===== src/rtl/mem_arbiter_rr_if.sv =====
// Client-side and physical-memory-side bundle for mem_arbiter_rr.
// The arbiter takes the slave view. The caches and pmem (or a bench) take the master view.
interface mem_arbiter_rr_if #(
   parameter int NUM_PORTS = 2,
   parameter int LINE_W    = 128,
   parameter int ADDR_W    = 16
);
   logic [NUM_PORTS-1:0]        req_read;
   logic [NUM_PORTS-1:0]        req_write;
   logic [NUM_PORTS*ADDR_W-1:0] req_address;
   logic [NUM_PORTS*LINE_W-1:0] req_wdata;
   logic [NUM_PORTS-1:0]        req_resp;
   logic [LINE_W-1:0]           req_rdata;
   logic                        pmem_resp;
   logic [LINE_W-1:0]           pmem_rdata;
   logic                        pmem_read;
   logic                        pmem_write;
   logic [ADDR_W-1:0]           pmem_address;
   logic [LINE_W-1:0]           pmem_wdata;

   modport slave (
      input  req_read, req_write, req_address, req_wdata, pmem_resp, pmem_rdata,
      output req_resp, req_rdata, pmem_read, pmem_write, pmem_address, pmem_wdata
   );

   modport master (
      output req_read, req_write, req_address, req_wdata, pmem_resp, pmem_rdata,
      input  req_resp, req_rdata, pmem_read, pmem_write, pmem_address, pmem_wdata
   );
endinterface


===== src/rtl/mem_arbiter_rr.sv =====
// N-port cache-line arbiter onto a single physical-memory port, round-robin by default.
// Define MEM_ARB_FIXED_PRI_EN for fixed priority, where the lowest pending port index wins.
module mem_arbiter_rr #(
   parameter int NUM_PORTS = 2,
   parameter int LINE_W    = 128,
   parameter int ADDR_W    = 16
) (
   input logic              clk,
   input logic              reset_n,
   mem_arbiter_rr_if.slave  bus
);
   localparam int PTR_W = (NUM_PORTS > 1) ? $clog2(NUM_PORTS) : 1;

   localparam logic [1:0] ST_IDLE = 2'd0;
   localparam logic [1:0] ST_BUSY = 2'd1;
   localparam logic [1:0] ST_RESP = 2'd2;

   logic [1:0]           state_q, state_d;
   logic [PTR_W-1:0]     grant_q, grant_d;
   logic [ADDR_W-1:0]    addr_q, addr_d;
   logic [LINE_W-1:0]    wdata_q, wdata_d;
   logic [LINE_W-1:0]    rdata_q, rdata_d;
   logic                 rd_q, rd_d;
   logic                 wr_q, wr_d;
   logic [NUM_PORTS-1:0] resp_q, resp_d;

   logic [NUM_PORTS-1:0] pending;
   logic                 any_pending;
   logic [PTR_W-1:0]     winner;
   logic [ADDR_W-1:0]    win_addr;
   logic [LINE_W-1:0]    win_wdata;
   logic                 win_write;

   assign pending     = bus.req_read | bus.req_write;
   assign any_pending = |pending;

`ifdef MEM_ARB_FIXED_PRI_EN
   // Scanning downward leaves the lowest pending index in winner.
   always_comb begin
      winner = '0;
      for (int p = NUM_PORTS - 1; p >= 0; p--) begin
         if (pending[p]) winner = PTR_W'(p);
      end
   end
`else
   function automatic logic [PTR_W-1:0] rr_idx(input logic [PTR_W-1:0] last, input int step);
      return PTR_W'((int'(last) + step) % NUM_PORTS);
   endfunction

   // grant_q doubles as last_grant. Scanning from the far end leaves the nearest pending port after it.
   always_comb begin
      winner = '0;
      for (int i = NUM_PORTS; i >= 1; i--) begin
         if (pending[rr_idx(grant_q, i)]) winner = rr_idx(grant_q, i);
      end
   end
`endif

   always_comb begin
      win_addr  = '0;
      win_wdata = '0;
      win_write = 1'b0;
      for (int p = 0; p < NUM_PORTS; p++) begin
         if (PTR_W'(p) == winner) begin
            win_addr  = bus.req_address[p*ADDR_W +: ADDR_W];
            win_wdata = bus.req_wdata[p*LINE_W +: LINE_W];
            win_write = bus.req_write[p];
         end
      end
   end

   // NOTE: every always_comb output gets a default first; a path that skips an assignment infers a latch.
   always_comb begin
      state_d = state_q;
      grant_d = grant_q;
      addr_d  = addr_q;
      wdata_d = wdata_q;
      rdata_d = rdata_q;
      rd_d    = rd_q;
      wr_d    = wr_q;
      resp_d  = '0;
      case (state_q)
         ST_IDLE: begin
            if (any_pending) begin
               grant_d = winner;
               addr_d  = win_addr;
               wdata_d = win_wdata;
               wr_d    = win_write;
               rd_d    = ~win_write;
               state_d = ST_BUSY;
            end
         end
         ST_BUSY: begin
            if (bus.pmem_resp) begin
               // Writes leave the previously returned line visible on req_rdata.
               if (rd_q) rdata_d = bus.pmem_rdata;
               rd_d            = 1'b0;
               wr_d            = 1'b0;
               resp_d[grant_q] = 1'b1;
               state_d         = ST_RESP;
            end
         end
         ST_RESP: state_d = ST_IDLE;
         default: state_d = ST_IDLE;
      endcase
   end

   // NOTE: sequential state uses non-blocking assignments so all registers update from pre-edge values.
   always_ff @(posedge clk or negedge reset_n) begin
      if (!reset_n) begin
         state_q <= ST_IDLE;
         grant_q <= PTR_W'(NUM_PORTS - 1);
         addr_q  <= '0;
         wdata_q <= '0;
         rdata_q <= '0;
         rd_q    <= 1'b0;
         wr_q    <= 1'b0;
         resp_q  <= '0;
      end else begin
         state_q <= state_d;
         grant_q <= grant_d;
         addr_q  <= addr_d;
         wdata_q <= wdata_d;
         rdata_q <= rdata_d;
         rd_q    <= rd_d;
         wr_q    <= wr_d;
         resp_q  <= resp_d;
      end
   end

   assign bus.pmem_read    = rd_q;
   assign bus.pmem_write   = wr_q;
   assign bus.pmem_address = addr_q;
   assign bus.pmem_wdata   = wdata_q;
   assign bus.req_resp     = resp_q;
   assign bus.req_rdata    = rdata_q;
endmodule


===== src/flat_wrapper.sv =====
// flat-port wrapper written by rule: the top's interface ports become plain ports
module mem_arbiter_rr_flat 
#(
   parameter int NUM_PORTS = 2,
   parameter int LINE_W    = 128,
   parameter int ADDR_W    = 16
)
  (clk, reset_n, bus_req_read, bus_req_write, bus_req_address, bus_req_wdata, bus_pmem_resp, bus_pmem_rdata, bus_req_resp, bus_req_rdata, bus_pmem_read, bus_pmem_write, bus_pmem_address, bus_pmem_wdata);
  mem_arbiter_rr_if #(.NUM_PORTS(NUM_PORTS), .LINE_W(LINE_W), .ADDR_W(ADDR_W)) bus_i ();
  input logic clk;
  input logic reset_n;
  input wire logic [$bits(bus_i.req_read)-1:0] bus_req_read;
  input wire logic [$bits(bus_i.req_write)-1:0] bus_req_write;
  input wire logic [$bits(bus_i.req_address)-1:0] bus_req_address;
  input wire logic [$bits(bus_i.req_wdata)-1:0] bus_req_wdata;
  input wire logic [$bits(bus_i.pmem_resp)-1:0] bus_pmem_resp;
  input wire logic [$bits(bus_i.pmem_rdata)-1:0] bus_pmem_rdata;
  output wire logic [$bits(bus_i.req_resp)-1:0] bus_req_resp;
  output wire logic [$bits(bus_i.req_rdata)-1:0] bus_req_rdata;
  output wire logic [$bits(bus_i.pmem_read)-1:0] bus_pmem_read;
  output wire logic [$bits(bus_i.pmem_write)-1:0] bus_pmem_write;
  output wire logic [$bits(bus_i.pmem_address)-1:0] bus_pmem_address;
  output wire logic [$bits(bus_i.pmem_wdata)-1:0] bus_pmem_wdata;
  assign bus_i.req_read = bus_req_read;
  assign bus_i.req_write = bus_req_write;
  assign bus_i.req_address = bus_req_address;
  assign bus_i.req_wdata = bus_req_wdata;
  assign bus_i.pmem_resp = bus_pmem_resp;
  assign bus_i.pmem_rdata = bus_pmem_rdata;
  assign bus_req_resp = bus_i.req_resp;
  assign bus_req_rdata = bus_i.req_rdata;
  assign bus_pmem_read = bus_i.pmem_read;
  assign bus_pmem_write = bus_i.pmem_write;
  assign bus_pmem_address = bus_i.pmem_address;
  assign bus_pmem_wdata = bus_i.pmem_wdata;
  mem_arbiter_rr #(.NUM_PORTS(NUM_PORTS), .LINE_W(LINE_W), .ADDR_W(ADDR_W)) u_core (.clk(clk), .reset_n(reset_n), .bus(bus_i));
endmodule

===== config.mk =====
export PLATFORM = sky130hd
export DESIGN_NAME = mem_arbiter_rr_flat
export DESIGN_NICKNAME = d
export VERILOG_FILES = /design/src/rtl/mem_arbiter_rr_if.sv /design/src/rtl/mem_arbiter_rr.sv /design/src/flat_wrapper.sv
export SDC_FILE = /design/constraint.sdc
export NUM_CORES = 1
export LEC_CHECK = 0
export CORE_AREA = 8 8 262 264
export DETAILED_ROUTE_END_ITERATION = 7
export DIE_AREA = 0 0 270 272
export GPL_TIMING_DRIVEN = 0
export PLACE_DENSITY_LB_ADDON = 0.08
export SETUP_SLACK_MARGIN = 0.2
export SYNTH_ARGS = -nofsm -noshare
export SYNTH_HDL_FRONTEND = slang
export SYNTH_SLANG_ARGS = --single-unit

===== constraint.sdc =====
create_clock -name clk -period 3.51 [get_ports clk]
set_input_delay 0.702 -clock clk [delete_from_list [all_inputs] [get_ports clk]]
set_output_delay 0.702 -clock clk [all_outputs]
set_load 0.05 [all_outputs]

After elaboration in Yosys (flattened, before gate mapping)
Index checks and enable logic that the tools add are counted.
Word-level totals
  register bits: 279
  bits of input ports: 423
  output and inout bits: 276
  word-level logic and storage cells: 48
Operators by class
  $add $sub $neg: 2
  $lt $le $gt $ge: 4
  equality and inequality tests: 3
  multiplexer cells: 21
  bitwise operators: 2
  reductions and logical operators: 8
Operators by type and width (count)
  2-to-1 mux 128 bit: 1
  2-to-1 mux 16 bit: 1
  2-to-1 mux 1 bit: 11
  2-to-1 mux 2 bit: 4
  less-than comparator 1 x 2 -> 1 bit, second input constant: 3
  AND reduction 3 bit: 2
  case mux 1 bit (2 select lines): 2
  case mux 2 bit (2 select lines): 1
  AND reduction 2 bit: 2
  adder 1 bit, second input constant: 2
  == test 2 x 1 -> 1 bit, second input constant: 1
  logical NOT 2 bit: 1
  != test 2 x 1 -> 1 bit, second input constant: 1
  != test 2 bit, second input constant: 1
  bitwise OR 2 bit: 1
  nonzero test 2 bit: 1
  OR reduction 2 bit: 1
  demux 1 bit (select 1 bit): 1
  >= comparator 1 bit, second input constant: 1
  logical AND 1 bit: 1
  NOT 1 bit: 1

Longest topological paths before layout
Gate-level depths: netlist (run 1).
  depth after elaboration: 9
  depth in mapped cells: 6
  mapped depth without buffers: 4

Worst setup path before layout (run 1)
Ideal clock, no wire load.
  kind: in2reg
  start: in bus_pmem_resp
  end: reg u_core.rdata_q[68], in the netlist u_core.bus.req_rdata[68]
  setup time: 0.125 ns
  arrival: 1.716 ns
  required time: 3.385 ns
  setup slack: 1.669 ns
  stages: 6
  buffers on the path: 2
  cells stage by stage: nand3b_1 inv_1 nand2_1 buf_2 buf_2 mux2_2
On the way
  longest elaborated chain between the ends: 1
RTL lines
  from (decl): line flat_wrapper.sv:16  | input wire logic [$bits(bus_i.pmem_resp)-1:0] bus_pmem_resp;
  AND reduction 3 bit (no source line)
  to (signal assigned): line mem_arbiter_rr.sv:124  | rdata_q <= rdata_d;
  to (decl): line mem_arbiter_rr.sv:22  | logic [LINE_W-1:0] rdata_q, rdata_d;
Every way passes these cells.
A chain may end at the register's enable or synchronous reset.

Worst setup path in the final report (run 1)
  start: reg u_core.wdata_q[67], in the netlist u_core.bus.pmem_wdata[67]
  end: out bus_pmem_wdata[67]
RTL lines
  from (decl): line mem_arbiter_rr.sv:21  | logic [LINE_W-1:0] wdata_q, wdata_d;
  from (signal assigned): line mem_arbiter_rr.sv:123  | wdata_q <= wdata_d;
  to (decl): line flat_wrapper.sv:23  | output wire logic [$bits(bus_i.pmem_wdata)-1:0] bus_pmem_wdata;
No word-level cell between the ends.

==> results.tsv, run 1 <==
stage	metric	value	unit
route	Iter 0 DRT Violations	594	
power_and_ir_drop	leakage power	8.412	nW
clock_tree	cts hold-fix bufs	0	
floorplanning	Starting Density	19.18	%
floorplanning	Ports	699	
floorplanning	Die ar.	73440	um2
finish	Multi-input gate area	4858	um2
clock_tree	clk_lat worst skew	0.55	ns
sta	fin crit period	2.568	ns
setup_path	critical-path cell list	clkdlybuf4s50_1	
clock_tree	H-tree depth	2	
route	via total after detailed routing	12080	
setup_path	setup slack on the worst flop-to-flop path	1.21	ns
synthesis	syn_area_per_cell	12.59	um2
route	Via density	4.587	
sta	RSZ-0062 raised after global routing	false	
global_route	grt ovf	0	
route	DR pass1 iterations	5	
clock_tree	clock transition at the registers of the reported paths	0.06	ns
global_route	initial antenna violation count	20	
sta	Final Hold Fails	0	
finish	final core occ	33.74	%
synthesis	Cell Area, Synth	12430	um2
power_and_ir_drop	Power Dens Cells	1121	nW/um2
placed_design	dpl hpwl	53690	um
global_route	vias in the first global route	13150	
synthesis	Yosys top cell by area	dfrtp_1	
placed_design	GP Congestion	0.8256	
finish	fraction of layout cells with a size suffix above 1	14.30	%
placed_design	PortBufs	698	
synthesis	leading register cell type out of synthesis	dfrtp_1	
floorplanning	Core ar.	64800	um2
clock_tree	clk root buf	clkbuf_16	
floorplanning	Die W	270	um
sta	Max-slew headroom	35.93	%
setup_path	CP top delay family	buffers and inverters	
synthesis	most common library cells after synthesis	278 x dfrtp_1, 145 x a2bb2oi_1, 144 x a311oi_1	
route	# DRC	0	
synthesis	area share of the largest cell type after synthesis	55.97	%
synthesis	most common cell in the netlist	dfrtp_1	
sta	worst slew pin tran	0.9610	ns
finish	filler instances	6603	
setup_path	Critical Path Source Type	flop	
setup_path	Crit Path Class	flop to primary output	
clock_tree	Clock Tree Buf Depth	3	
setup_path	Worst path slowest cell	clkdlybuf4s50_1	
setup_path	CP bufs+invs	1	
route	post-route ant nets	0	
finish	Layout Nets	2152	
run	max_cap viols	0	
global_route	first-pass GRT wire length	99340	um
synthesis	Post-synth EDFFs	0	
synthesis	Yosys warning count	0	
global_route	pin count of the biggest net entering global routing	104	
sta	Worst Skew	0.01425	ns
sta	Achievable Freq	0.3893	GHz
synthesis	Syn Inst Count	987	
setup_path	Crit Path Max Fanout	2	
min_path	min-delay worst type	primary input to async pin	
setup_path	CP Data Required Time	2.81	ns
clock_tree	post-cts gate resize count	0	
synthesis	Synth Net Count	1410	
synthesis	Seq/Total Area, Yosys	56.18	%
finish	register area	6983	um2
clock_tree	CTS buffer count	40	
sta	total negative slack	0	ns
clock_tree	TritonCTS clock tree	done	
sta	Min Hold Slack	0.1790	ns
synthesis	Yosys cell types	29	
finish	area growth from synthesis to layout	75.89	%
route	total wire length	69740	um
route	WL per Instance	26.49	um
sta	max-slew violation count	0	
run_status	status	finished clean	
floorplanning	Die H	272	um
clock_tree	Setup Fix Bufs, Post-CTS	0	
floorplanning	# rows	94	
clock_tree	Sink Count	279	
setup_path	arrival time worst endpoint	1.87	ns
sta	endpoints failing setup	0	
power_and_ir_drop	maximum VDD drop	0.0004929	V
synthesis	top post-synthesis cells by area	dfrtp_1 56%, mux2_2 12%, a2bb2oi_1 10%	
setup_path	delay of the slowest critical-path stage	0.96	ns
setup_path	CP Capture Type	primary output	
synthesis	number of synthesized register bits	279	
global_route	GRT Overall Usage	18.13	%
synthesis	ys async rst share	100.0	%
sta	period utilization	73.17	%
area by class of cell:
class / count / area share [%]
timing repair buffer: 700 / 32.23
sequential: 279 / 31.94
clock buffer: 62 / 5.511
antenna: 14 / 0.1602
multi-input combinational: 583 / 22.22
clock inverter: 6 / 0.2976
buffer: 124 / 2.673
tap: 864 / 4.945
inverter: 1 / 0.01717
worst paths after layout:
kind	startpoint	endpoint	cells after the start
max reg2reg	u_core.state_q[0]	u_core.bus.pmem_wdata[75]	6
min reg2reg	u_core.bus.req_rdata[96]	u_core.bus.req_rdata[96]	1
min	reset_n	u_core.bus.pmem_wdata[111]	1
min in group clk	u_core.bus.req_rdata[96]	u_core.bus.req_rdata[96]	1
max in group asynchronous	reset_n	u_core.bus.pmem_wdata[72]	2
max	u_core.bus.pmem_wdata[67]	bus_pmem_wdata[67]	1
cell families after synthesis:
group,Yosys count,share of synthesized area [%]
buffers and inverters,125,4.731
and+or+nand+nor,14,0.8457
muxes,129,11.69
DFF,279,56.18
AOI/OAI and AO/OA,440,26.56
where the power goes:
group / switching, W / internal, W
registers: 0.000908 / 0.00487
clock network: 0.00160 / 0.00242
logic: 0.00943 / 0.00527
sequential cells by signal (all words and copies together), names as in the netlist:
register,count
u_core.grant_q,1
u_core.bus.pmem_write,1
u_core.bus.pmem_read,1
u_core.bus.req_rdata,128
u_core.bus.req_resp,2
u_core.bus.pmem_address,16
u_core.bus.pmem_wdata,128
u_core.state_q,2
routing by layer:
layer	vias to the layer above	global-route usage (%)	share of wire, %
met5	-	0	0.086
met4	10	5.992	2.3
met3	83	6.314	7.9
met2	463	31.73	51
met1	6095	20.51	39
li1	5427	-	-
per-stage QoR:
step / setup slack, ns / std cells / total power [W] / cell area [um2]
after floorplan: 1.669 / 987 / 0.01487 / 12430
after global placement: -12.48 / 2549 / 0.02069 / 20500
after detailed placement: 0.4162 / 2551 / 0.02065 / 20560
after CTS: 0.8778 / 2619 / 0.02486 / 21830
after global routing: 0.8599 / 2632 / 0.02562 / 21860
final: 0.9416 / 2633 / 0.02450 / 21860
placed cells by master (no fill, tap or decap), types with 14 or more instances in the layout:
cell             instances
buf_2                   47
a311oi_1               144
a2bb2oi_1              145
diode_2                 14
clkbuf_1                71
clkbuf_16               41
dfrtp_1                278
o21ai_0                137
mux2_2                 129
clkdlybuf4s50_1        697
No activity file was read; power rests on OpenSTA's default activity.
==> inputs of run 2 (changes only) <==
--- a/config.mk
+++ b/config.mk
@@ -5,9 +5,9 @@
 export SDC_FILE = /design/constraint.sdc
 export NUM_CORES = 1
 export LEC_CHECK = 0
-export CORE_AREA = 8 8 262 264
+export CORE_AREA = 8 8 264 266
 export DETAILED_ROUTE_END_ITERATION = 7
-export DIE_AREA = 0 0 270 272
+export DIE_AREA = 0 0 272 274
 export GPL_TIMING_DRIVEN = 0
 export PLACE_DENSITY_LB_ADDON = 0.08
 export SETUP_SLACK_MARGIN = 0.2
==> constraint.sdc (replaced) <==
create_clock -name clk -period 2.6 [get_ports clk]
set_input_delay 0.52 -clock clk [delete_from_list [all_inputs] [get_ports clk]]
set_output_delay 0.52 -clock clk [all_outputs]
set_load 0.05 [all_outputs]
==> results.tsv, run 2 (synthesis gave the netlist of run 1 again) <==
stage	metric	value	unit	change
finish	Layout Nets	2156		was 2152
finish	fin cells	2631		was 2633
placed_design	dpl hpwl	55920	um	was 53690 um
finish	commonest non-fill, non-tap cell in the layout	clkdlybuf4s50_1		unchanged
setup_path	Crit Path Max Fanout	2		unchanged
setup_path	critical-path cell list	clkdlybuf4s50_1		unchanged
floorplanning	Core ar.	65280	um2	was 64800 um2
global_route	GRT Overall Usage	18.38	%	was 18.13%
finish	fraction of layout cells with a size suffix above 1	14.55	%	was 14.30%
global_route	grt ovf	0		unchanged
power_and_ir_drop	Total Power	0.03280	W	was 0.02450 W
floorplanning	Die H	274	um	was 272 um
route	# DRC	0		unchanged
clock_tree	CTS buffer count	39		was 40
clock_tree	clk_lat worst skew	0.55	ns	about the same
floorplanning	# rows	94		unchanged
power_and_ir_drop	leakage power	8.463	nW	was 8.412 nW
sta	Achievable Freq	0.4262	GHz	
setup_path	arrival time worst endpoint	1.83	ns	was 1.87 ns
route	Via density	4.543		was 4.587
sta	period utilization	90.25	%	
setup_path	CP Capture Type	primary output		unchanged
route	post-route ant nets	0		unchanged
route	Iter 0 DRT Violations	542		was 594
sta	Worst Skew	0.009945	ns	was 0.01425 ns
sta	endpoints failing setup	0		unchanged
sta	worst slew pin tran	0.7894	ns	was 0.9610 ns
power_and_ir_drop	Power Dens Cells	1503	nW/um2	was 1121 nW/um2
setup_path	Crit Path Class	flop to primary output		unchanged
floorplanning	Ports	699		unchanged
floorplanning	Die W	272	um	was 270 um
min_path	min-delay worst type	primary input to async pin		unchanged
placed_design	Cell Area, Placed	20580	um2	was 20560 um2
clock_tree	clk root buf	clkbuf_16		unchanged
run_status	status	finished clean		unchanged
setup_path	Critical Path Source Type	flop		unchanged
global_route	pin count of the biggest net entering global routing	98		was 104
sta	fin crit period	2.347	ns	
clock_tree	clock transition at the registers of the reported paths	0.06	ns	about the same
sta	Final Hold Fails	0		unchanged
sta	RSZ-0062 raised after global routing	false		unchanged
setup_path	CP bufs+invs	1		unchanged
clock_tree	Sink Count	279		unchanged
global_route	first-pass GRT wire length	101200	um	was 99340 um
placed_design	Placed Instances	2552		was 2551
floorplanning	Die ar.	74530	um2	was 73440 um2
sta	Min Hold Slack	0.4684	ns	was 0.1790 ns
global_route	initial antenna violation count	16		was 20
setup_path	Worst path slowest cell	clkdlybuf4s50_1		unchanged
setup_path	delay of the slowest critical-path stage	0.92	ns	was 0.96 ns
clock_tree	TritonCTS clock tree	done		unchanged
finish	commonest non-fill, non-tap cells in the layout	682 x clkdlybuf4s50_1, 278 x dfrtp_1, 145 x a2bb2oi_1		was 697 x clkdlybuf4s50_1, 278 x dfrtp_1, 145 x a2bb2oi_1
route	DR pass1 iterations	4		was 5
sta	max-slew violation count	0		unchanged
clock_tree	Clock Tree Buf Depth	3		unchanged
route	total wire length	71910	um	was 69740 um
route	via total after detailed routing	11950		was 12080
placed_design	PortBufs	698		unchanged
setup_path	CP Data Required Time	2.08	ns	was 2.81 ns
finish	final instance area	21820	um2	was 21860 um2
clock_tree	H-tree depth	2		unchanged
finish	area growth from synthesis to layout	75.58	%	was 75.89%
run	max_cap viols	0		unchanged
placed_design	GP Congestion	0.8029		was 0.8256
global_route	vias in the first global route	13270		was 13150
power_and_ir_drop	maximum VDD drop	0.0006878	V	was 0.0004929 V
setup_path	CP top delay family	buffers and inverters		unchanged
sta	Max-slew headroom	47.37	%	was 35.93%
floorplanning	Starting Density	19.04	%	was 19.18%
route	WL per Instance	27.33	um	was 26.49 um
[run 2: worst paths after layout]
check	from	to	slack, ns	cells past startpoint
max in group asynchronous	reset_n	u_core.bus.req_rdata[85]	0.82	4
worst min register to register	u_core.bus.req_rdata[8]	u_core.bus.req_rdata[8]	0.50	1
worst min-delay path	reset_n	u_core.bus.pmem_wdata[28]	0.47	2
min in group clk	u_core.bus.req_rdata[8]	u_core.bus.req_rdata[8]	0.50	1
worst max register to register	u_core.state_q[0]	u_core.bus.pmem_wdata[86]	0.47	6
worst max-delay path	u_core.bus.req_rdata[7]	bus_req_rdata[7]	0.25	1
[run 2: area by class of cell]
cell class	instances	area, um2
fillers	6629	43450
repair buffers	705	7099
flip-flops and latches	279	6983
multi-input cells	583	4866
clock buffers	57	1124
well taps	864	1081
plain buffers	124	585.6
clock inverters	10	61.31
diodes	8	20.02
inverters	1	3.754
[run 2: timing repair]
action | in CTS | in global routing
pin swaps | 0 | 1
setup endpoints to repair | 12 | 43
setup buffers | 0 | 3
resized for setup | 12 | 7
hold endpoints to repair | 46 | 0
hold buffers | 1 | 0
[run 2: layer usage]
metal,vias up,GRT usage (%),part of all wire (%)
li1,5423,-,-
met1,6032,20.69,38
met2,410,33.10,52
met3,70,6.952,8.3
met4,18,3.489,1.4
met5,-,0,0.15
[run 2: power breakdown]
| part | leakage [nW] | switching (W) | internal, W |
|---|---|---|---|
| clock network | 0.591 | 0.00211 | 0.00299 |
| logic | 4.63 | 0.0128 | 0.00706 |
| registers | 3.24 | 0.00123 | 0.00658 |
[run 2: stage by stage]
stage / setup WS [ns] / util (%) / TNS (ns)
detailed placement: -0.3948 / 31.54 / -19.79
finish: 0.2534 / 33.43 / 0
floorplan: 0.9410 / - / 0
global placement: -13.30 / 31.40 / -3700.81
global route: 0.2008 / 33.41 / 0
CTS: 0.2038 / 33.34 / 0
==> inputs of run 3 (changes only) <==
--- a/config.mk
+++ b/config.mk
@@ -9,7 +9,9 @@
 export DETAILED_ROUTE_END_ITERATION = 7
 export DIE_AREA = 0 0 272 274
 export GPL_TIMING_DRIVEN = 0
+export HOLD_SLACK_MARGIN = 0.03
 export PLACE_DENSITY_LB_ADDON = 0.08
+export RECOVER_POWER = 25
 export SETUP_SLACK_MARGIN = 0.2
 export SYNTH_ARGS = -nofsm -noshare
 export SYNTH_HDL_FRONTEND = slang
==> results.tsv, run 3 (synthesis gave the netlist of run 1 again) <==
stage	metric	value	unit	change
run_status	status	finished clean		unchanged
finish	commonest non-fill, non-tap cell in the layout	clkdlybuf4s50_1		unchanged
sta	RSZ-0062 raised after global routing	false		unchanged
floorplanning	Die H	274	um	unchanged
run	max_cap viols	0		unchanged
setup_path	delay of the slowest critical-path stage	0.92	ns	about the same
finish	area growth from synthesis to layout	75.42	%	was 75.58%
route	DR pass1 iterations	5		was 4
setup_path	Crit Path Max Fanout	2		unchanged
finish	Layout Nets	2156		unchanged
clock_tree	clk_lat worst skew	0.55	ns	about the same
floorplanning	Ports	699		unchanged
finish	filler instances	6632		was 6629
clock_tree	TritonCTS clock tree	done		unchanged
placed_design	PortBufs	698		unchanged
floorplanning	Die ar.	74530	um2	unchanged
floorplanning	Core ar.	65280	um2	unchanged
route	Via density	4.545		was 4.543
setup_path	CP top delay family	buffers and inverters		unchanged
setup_path	critical-path cell list	clkdlybuf4s50_1		unchanged
power_and_ir_drop	maximum VDD drop	0.0006887	V	was 0.0006878 V
clock_tree	H-tree depth	2		unchanged
placed_design	Placed Instances	2552		unchanged
clock_tree	CTS buffer count	39		unchanged
global_route	GRT Overall Usage	18.38	%	unchanged
floorplanning	Die W	272	um	unchanged
sta	Worst Skew	0.009276	ns	was 0.009945 ns
placed_design	dpl hpwl	55920	um	unchanged
sta	period utilization	90.26	%	was 90.25%
setup_path	Worst path slowest cell	clkdlybuf4s50_1		unchanged
floorplanning	Starting Density	19.04	%	unchanged
setup_path	Crit Path Class	flop to primary output		unchanged
setup_path	CP Capture Type	primary output		unchanged
global_route	grt ovf	0		unchanged
sta	endpoints failing setup	0		unchanged
global_route	first-pass GRT wire length	101200	um	unchanged
finish	fraction of layout cells with a size suffix above 1	14.44	%	was 14.55%
setup_path	arrival time worst endpoint	1.83	ns	about the same
sta	max-slew violation count	0		unchanged
power_and_ir_drop	Power Dens Cells	1504	nW/um2	was 1503 nW/um2
setup_path	CP Data Required Time	2.08	ns	about the same
sta	total negative slack	0	ns	unchanged
route	# DRC	0		unchanged
route	Iter 0 DRT Violations	551		was 542
clock_tree	clk root buf	clkbuf_16		unchanged
setup_path	Critical Path Source Type	flop		unchanged
finish	commonest non-fill, non-tap cells in the layout	682 x clkdlybuf4s50_1, 278 x dfrtp_1, 145 x a2bb2oi_1		unchanged
placed_design	GP Congestion	0.8029		unchanged
finish	fin cells	2632		was 2631
floorplanning	# rows	94		unchanged
power_and_ir_drop	leakage power	8.448	nW	was 8.463 nW
sta	Final Hold Fails	0		unchanged
finish	final core occ	33.40	%	was 33.43%
setup_path	CP bufs+invs	1		unchanged
clock_tree	Clock Tree Buf Depth	3		unchanged
sta	Achievable Freq	0.4261	GHz	was 0.4262 GHz
global_route	pin count of the biggest net entering global routing	98		unchanged
global_route	initial antenna violation count	16		unchanged
route	post-route ant nets	0		unchanged
clock_tree	Sink Count	279		unchanged
route	total wire length	71920	um	was 71910 um
sta	worst slew pin tran	1.100	ns	was 0.7894 ns
sta	Max-slew headroom	26.65	%	was 47.37%
min_path	min-delay worst type	primary input to async pin		unchanged
route	WL per Instance	27.33	um	about the same
route	via total after detailed routing	11960		was 11950
clock_tree	clock transition at the registers of the reported paths	0.06	ns	about the same
global_route	vias in the first global route	13270		unchanged
sta	fin crit period	2.347	ns	about the same
-- run 3: cell type report --
class                      instances  area [um2]  area share, %
timing repair buffer             705        7079          32.47
sequential                       279        6983          32.03
multi-input combinational        583        4866          22.32
clock buffer                      57        1124          5.153
tap                              864        1081          4.958
buffer                           124       583.1          2.674
clock inverter                    10       61.31         0.2812
antenna                            9       22.52         0.1033
inverter                           1       3.754        0.01722
-- run 3: path summary, 6_finish.rpt --
| path | from | cells after the start | end | slack, ns |
|---|---|---|---|---|
| setup reg to reg | u_core.state_q[0] | 6 | u_core.bus.req_rdata[81] | 0.45 |
| hold reg to reg | u_core.bus.req_rdata[8] | 1 | u_core.bus.req_rdata[8] | 0.50 |
| setup / recovery | u_core.bus.req_rdata[7] | 1 | bus_req_rdata[7] | 0.25 |
| max in group asynchronous | reset_n | 3 | u_core.bus.pmem_wdata[96] | 0.64 |
| min in group clk | u_core.bus.req_rdata[8] | 1 | u_core.bus.req_rdata[8] | 0.50 |
| hold / removal | reset_n | 2 | u_core.bus.pmem_wdata[28] | 0.46 |
-- run 3: power breakdown --
part | switching [W] | total [W] | internal, W | leakage, nW
clock | 0.00211 | 0.00510 | 0.00299 | 0.591
combinational | 0.0128 | 0.0199 | 0.00706 | 4.61
sequential | 0.00123 | 0.00781 | 0.00658 | 3.24
-- run 3: what timing repair did --
item	in CTS	in global routing
buffers inserted	0	3
setup endpoints to repair	12	43
endpoints found under the hold margin	46	0
gates resized for setup	12	7
pin swaps	0	1
hold buffers	1	0
-- run 3: layer usage --
metal | part of all wire [%] | track usage (%)
met4 | 1.4 | 3.489
met3 | 8.2 | 6.952
met1 | 38 | 20.69
met2 | 52 | 33.10
met5 | 0.15 | 0
-- run 3: through the flow --
stage / instance area, um2 / total power (W) / hold slack [ns] / setup WS (ns)
global placement: 20500 / 0.02800 / 0.4892 / -13.30
CTS: 21760 / 0.03332 / 0.4507 / 0.2038
global route: 21790 / 0.03431 / 0.4706 / 0.1071
finish: 21800 / 0.03279 / 0.4591 / 0.2532
floorplan: 12430 / 0.02008 / 0.2244 / 0.9410
detailed placement: 20580 / 0.02799 / 0.4583 / -0.3948
